$ cat src/rtl/seq_det_pkg.sv
// +-----------------------------------------------------------------------+
// | seq_det_pkg : shared helpers for the programmable sequence detector   |
// | Rev 1.0     : initial release                                         |
// +-----------------------------------------------------------------------+
`default_nettype none

package seq_det_pkg;

  localparam logic OVL_ON  = 1'b1;
  localparam logic OVL_OFF = 1'b0;

  function automatic int calc_len_w(input int max_len);
    return $clog2(max_len + 1);
  endfunction

  // Zero-length patterns degrade to single-bit matching; oversize ones clamp.
  function automatic int norm_len(input int len, input int max_len);
    if (len == 0)
      return 1;
    else if (len > max_len)
      return max_len;
    else
      return len;
  endfunction

endpackage

`default_nettype wire

$ cat src/rtl/seq_det_hist.sv
// +-----------------------------------------------------------------------+
// | seq_det_hist : history shift register and saturating fill counter     |
// | Rev 1.0      : initial release                                        |
// +-----------------------------------------------------------------------+
`default_nettype none

module seq_det_hist
  import seq_det_pkg::*;
#(
  parameter  int MAX_LEN = 8,
  localparam int LEN_W   = calc_len_w(MAX_LEN)
) (
  input  logic               i_clk,
  input  logic               i_rst_n,
  input  logic               i_shift,
  input  logic               i_clr,
  input  logic               i_x,
  output logic [MAX_LEN-2:0] o_hist,
  output logic [LEN_W-1:0]   o_fill
);

  localparam logic [LEN_W-1:0] FILL_MAX = LEN_W'(MAX_LEN - 1);

  logic [MAX_LEN-2:0] r_hist;
  logic [LEN_W-1:0]   r_fill;
  logic [MAX_LEN-2:0] w_hist_next;

  generate
    if (MAX_LEN == 2) begin : g_hist_one
      assign w_hist_next = i_x;
    end else begin : g_hist_wide
      assign w_hist_next = {r_hist[MAX_LEN-3:0], i_x};
    end
  endgenerate

  // Clear only touches fill; a non-overlap match still shifts its last bit in.
  always_ff @(posedge i_clk or negedge i_rst_n) begin
    if (!i_rst_n) begin
      r_hist <= '0;
      r_fill <= '0;
    end else begin
      if (i_shift)
        r_hist <= w_hist_next;
      if (i_clr)
        r_fill <= '0;
      else if (i_shift && (r_fill != FILL_MAX))
        r_fill <= r_fill + LEN_W'(1);
    end
  end

  assign o_hist = r_hist;
  assign o_fill = r_fill;

endmodule

`default_nettype wire

$ cat src/rtl/seq_detector_param.sv
// +-----------------------------------------------------------------------+
// | seq_detector_param : runtime-programmable serial pattern detector     |
// | Optional match counter enabled by defining SEQ_DET_COUNT_EN.          |
// | Rev 1.0            : initial release                                  |
// +-----------------------------------------------------------------------+
`default_nettype none

module seq_detector_param
  import seq_det_pkg::*;
#(
  parameter  int                 MAX_LEN     = 8,
  parameter  int                 CNT_W       = 8,
  parameter  logic [MAX_LEN-1:0] RST_PATTERN = MAX_LEN'(8'b0000_0110),
  parameter  int                 RST_LEN     = 4,
  parameter  logic               RST_OVERLAP = OVL_ON,
  localparam int                 LEN_W       = calc_len_w(MAX_LEN)
) (
  input  logic               i_clk,
  input  logic               i_rst_n,
  input  logic               i_cfg_load,
  input  logic [MAX_LEN-1:0] i_cfg_pattern,
  input  logic [LEN_W-1:0]   i_cfg_len,
  input  logic               i_cfg_overlap,
  input  logic               i_x,
  input  logic               i_x_valid,
  input  logic               i_cnt_clr,
  output logic               o_z,
  output logic               o_z_q,
  output logic [CNT_W-1:0]   o_match_count
);

  logic [MAX_LEN-1:0] r_pat;
  logic [LEN_W-1:0]   r_len;
  logic               r_ovl;
  logic               r_z_q;

  logic [MAX_LEN-2:0] w_hist;
  logic [LEN_W-1:0]   w_fill;
  logic [MAX_LEN-1:0] w_window;
  logic [MAX_LEN-1:0] w_mask;
  logic               w_accept;
  logic               w_filled;
  logic               w_z;
  logic               w_fill_clr;

  always_ff @(posedge i_clk or negedge i_rst_n) begin
    if (!i_rst_n) begin
      r_pat <= RST_PATTERN;
      r_len <= LEN_W'(norm_len(RST_LEN, MAX_LEN));
      r_ovl <= RST_OVERLAP;
    end else if (i_cfg_load) begin
      r_pat <= i_cfg_pattern;
      r_len <= LEN_W'(norm_len(int'(i_cfg_len), MAX_LEN));
      r_ovl <= i_cfg_overlap;
    end
  end

  always_comb begin
    w_mask = '0;
    for (int i = 0; i < MAX_LEN; i++)
      w_mask[i] = (i < int'(r_len));
  end

  assign w_window   = {w_hist, i_x};
  assign w_accept   = i_x_valid & ~i_cfg_load;
  assign w_filled   = (w_fill >= (r_len - LEN_W'(1)));
  // Gated by reset so z drops the instant reset asserts, not at the next edge.
  assign w_z        = i_rst_n & w_accept & w_filled &
                      (((w_window ^ r_pat) & w_mask) == '0);
  assign w_fill_clr = i_cfg_load | (w_z & (r_ovl == OVL_OFF));

  seq_det_hist #(
    .MAX_LEN (MAX_LEN)
  ) u_hist (
    .i_clk   (i_clk),
    .i_rst_n (i_rst_n),
    .i_shift (w_accept),
    .i_clr   (w_fill_clr),
    .i_x     (i_x),
    .o_hist  (w_hist),
    .o_fill  (w_fill)
  );

  always_ff @(posedge i_clk or negedge i_rst_n) begin
    if (!i_rst_n)
      r_z_q <= 1'b0;
    else
      r_z_q <= w_z;
  end

`ifdef SEQ_DET_COUNT_EN
  logic [CNT_W-1:0] r_cnt;

  always_ff @(posedge i_clk or negedge i_rst_n) begin
    if (!i_rst_n)
      r_cnt <= '0;
    else if (i_cnt_clr)
      r_cnt <= '0;
    else if (w_z && (r_cnt != '1))
      r_cnt <= r_cnt + CNT_W'(1);
  end

  assign o_match_count = r_cnt;
`else
  logic w_unused_cnt_clr;
  assign w_unused_cnt_clr = i_cnt_clr;
  assign o_match_count    = '0;
`endif

  assign o_z   = w_z;
  assign o_z_q = r_z_q;

endmodule

`default_nettype wire

$ cat config.mk
export PLATFORM = sky130hd
export DESIGN_NAME = seq_detector_param
export DESIGN_NICKNAME = d
export VERILOG_FILES = /design/src/rtl/seq_det_pkg.sv /design/src/rtl/seq_det_hist.sv /design/src/rtl/seq_detector_param.sv
export SDC_FILE = /design/constraint.sdc
export NUM_CORES = 1
export LEC_CHECK = 0
export ABC_CLOCK_PERIOD_IN_PS = 6100
export CORE_MARGIN = 2
export CORE_UTILIZATION = 50
export DETAILED_ROUTE_END_ITERATION = 7
export PLACE_DENSITY = 0.87
export SYNTH_ARGS = -nofsm -noshare
export SYNTH_HDL_FRONTEND = slang
export SYNTH_HIERARCHICAL = 1
export SYNTH_SLANG_ARGS = --single-unit
$ cat constraint.sdc
create_clock -name i_clk -period 6.1 [get_ports i_clk]
set_input_delay 1.22 -clock i_clk [delete_from_list [all_inputs] [get_ports i_clk]]
set_output_delay 1.22 -clock i_clk [all_outputs]
set_load 0.02 [all_outputs]
==> impl_metrics.csv <==
group,metric,value,unit
global_routing,grt_pass1_wl,4110,um
finish,nFillCells,220,
power_and_ir_drop,p_per_area,244,nW/um2
power_and_ir_drop,finalPower,0.396,mW
sta,finalHoldViolations,0,
finish,fin_nets,171,
floorplanning,start_util,52.0,%
clock_tree,root_buffer,"clkbuf_4",
finish,antenna_cells,0,
clock_tree,cts.sinks,25,
power_and_ir_drop,p_seq_share,55.5,%
synth,yosys.area.top_type,"dfrtp_1",
finish,layout-drive-gt1-share,21.7,%
finish,area_growth,14.2,%
sta,relSlewSlack,66.2,%
drt,totalWireLength,2360,um
synth,synthArstFlopShare,100,%
power_and_ir_drop,max-vdd-ir-drop,183,uV
clock_tree,cts_tree,"done",
worst_setup_path,worstPathCellList,"clkdlybuf4s50_1, buf_4, nor2b_1, buf_4, nand2_1, or4b_1, nor3_1, clkdlybuf4s50_1",
synth,yosysWarnings,6,
clock_tree,clock_latency,0.31,ns
worst_setup_path,cpPeakStageDelay,0.66,ns
synth,synth_top_cell_area_share,36.9,%
worst_setup_path,cp-end-kind,"output pin",
global_routing,overflow,0,
synth,synthTopCellsByArea,"dfrtp_1, mux2_2, dfstp_2",
synth,synth_edf_count,0,
sta,hold_slack,0.550,ns
sta,fin_skew,0.00224,ns
worst_setup_path,cp.buffers_inverters,4,
power_and_ir_drop,combPwrFrac,26.0,%
drt,vias_per_cell,5.33,
worst_setup_path,cp_max_fo,18,
worst_setup_path,worst-setup-path-type,"in -> out",
drt,route.detailed.drc,0,
sta,fin_tns_setup,0,ns
worst_setup_path,cp_top_family,"buffers and inverters",
drt,drt_iter0_markers,8,
global_routing,track_usage,16.1,%
synth,netlist_area,1420,um2
synth,synth_sequential_area_ratio,44.3,%
worst_setup_path,crit_required,4.88,ns
floorplanning,die_w,57.3,um
clock_tree,clk_pin_slew,0.13,ns
power_and_ir_drop,internal-power,0.279,mW
floorplanning,io_pins,29,
sta,setup_ws,1.25,ns
sta,tightest_slew,0.502,ns
place,hpwl,1830,um
floorplanning,coreArea,2730,um2
sta,rsz0062_at_grt,"no",
sta,setup_violations,0,
clock_tree,htreeDepth,1,
clock_tree,postCtsResizedCells,0,
drt,first_pass_iters,3,
power_and_ir_drop,p_sw_share,29.6,%
synth,netlist_instances,123,
job,maxCapViolations,0,
sta,timing.final.crit_share,79.5,%
synth,ys.flop_type,"dfrtp_1",
drt,detail_route.wl_per_cell,13.5,um
power_and_ir_drop,leakage,0.694,nW
worst_setup_path,start_kind,"primary input",
worst_setup_path,slowest_stage,"clkdlybuf4s50_1",
global_routing,grt_max_degree,27,
run_status,status,"complete, no violations",
clock_tree,cts.path.max_buffers,2,
clock_tree,post_cts_buffers,0,
global_routing,grt_pass1_vias,945,
sta,max_freq,206,MHz
power_and_ir_drop,netSwitchingPower,0.117,mW
drt,vias,928,
clock_tree,cts_buffers,3,
power_and_ir_drop,clockPowerShare,18.6,%
synth,ys_ff_latch,25,
clock_tree,hold_buffers,0,
worst_hold_path,hold_path_class,"reg -> reg",
sta,slew_violations,0,
floorplanning,die_h,57.3,um
sta,fin_crit,4.85,ns
drt,antenna_left,0,
place,place.gp.congestion,0.784,
global_routing,antenna_found_initial,0,
worst_setup_path,arrival,3.63,ns
synth,synth.distinct_cells,34,
floorplanning,dieArea,3290,um2
floorplanning,rows,19,
synth,postSynthAreaPerCell,11.6,um2
place,post-place-ws,1.22,ns
place,portBuffers,19,
-- final cells by class --
type	instances	area (um2)	share of cell area (%)
Timing Repair Buffer	22	213	13.1
Clock buffer	4	26.3	1.62
Inverter	5	18.8	1.16
Sequential cell	25	631	38.8
Tap cell	31	38.8	2.39
Multi-Input combinational cell	87	697	42.9
-- worst register-to-register path, stage by stage (launching register included) --
cell and delay, ns:
dfrtp_1 0.42, inv_1 0.10, ha_1 0.25, xnor2_1 0.14, ha_1 0.28, o21a_1 0.10
o22ai_1 0.06, or4b_1 0.55, o41ai_2 0.43, nor2_1 0.07, mux2_1 0.30
-- power groups by stage --
stage / sequential, mW / clock [mW] / combinational, mW
detailed placement: 0.222 / 0 / 0.103
global placement: 0.219 / 0 / 0.0987
finish: 0.220 / 0.0735 / 0.103
global route: 0.224 / 0.0813 / 0.115
floorplan: 0.214 / 0 / 0.0839
CTS: 0.219 / 0.0761 / 0.104
-- synth_stat cells (3+ instances only) --
master and number:
o21ai_0 4, mux2_2 17, nand2b_1 4, xnor2_1 6, nor2_1 3, xor2_1 4, a21oi_1 4, nand2_1 5
dfrtp_1 21, buf_6 3, inv_1 5, ha_1 8, nor3_1 3, buf_4 8, dfstp_2 4, nor2b_1 3
-- flip-flops by register name (all words and copies together) (netlist names) --
name / cells
r_pat: 8
u_hist/o_hist: 7
r_len: 4
u_hist/o_fill: 4
r_ovl: 1
o_z_q: 1
-- kinds of logic (layout without fill, tap and decap cells) --
family	count (synthesis)	count (layout)	share of synthesized area (%)
DFF	25	25	44.3
xor gates and xnor gates	10	10	6.16
AOI/OAI and AO/OA	18	18	8.97
muxes	19	19	15.0
buffers and inverters	18	31	8.53
adders and majority gates	8	8	7.04
and+or+nand+nor	24	24	9.76
other	1	8	0.264
-- layout by cell type, fill, tap and decap left out, types with 2 or more instances in the layout --
cell type	count
dfrtp_1	21
clkdlybuf4s50_1	19
mux2_2	17
ha_1	8
conb_1	8
xnor2_1	6
inv_1	5
nand2_1	5
a21oi_1	4
xor2_1	4
o21ai_0	4
nand2b_1	4
dfstp_2	4
nor3_1	3
nor2b_1	3
nor2_1	3
clkbuf_4	3
buf_4	3
o21a_1	2
o22ai_1	2
nand3b_1	2
-- path summary, 6_finish.rpt --
path                            cells past startpoint  startpoint  slack [ns]               end
worst max-delay path                                8  i_cfg_load        1.25               o_z
worst min-delay path                                1    r_pat[6]        0.55          r_pat[6]
worst max register to register                     10    r_len[0]        3.29  u_hist/o_fill[0]
worst min register to register                      1    r_pat[6]        0.55          r_pat[6]
max in group asynchronous                           2     i_rst_n        4.55             r_ovl
min in group asynchronous                           2     i_rst_n        1.25  u_hist/o_hist[1]
-- through the flow --
step | cell area, um2 | util, % | instances
after floorplan | 1450 | - | 130
after global placement | 1600 | 58.4 | 170
after detailed placement | 1600 | 58.4 | 170
after CTS | 1620 | 59.4 | 174
after global routing | 1620 | 59.4 | 174
final | 1620 | 59.4 | 174
-- metal layers --
| metal | GRT usage (%) | routed length, um | vias up |
|---|---|---|---|
| met5 | 0 | 0 | - |
| met4 | 4.98 | 14 | 0 |
| met3 | 2.72 | 69 | 2 |
| met2 | 29.7 | 1300 | 19 |
| met1 | 18.9 | 976 | 448 |
| li1 | - | - | 459 |
Power figures use the tool's default switching activity.
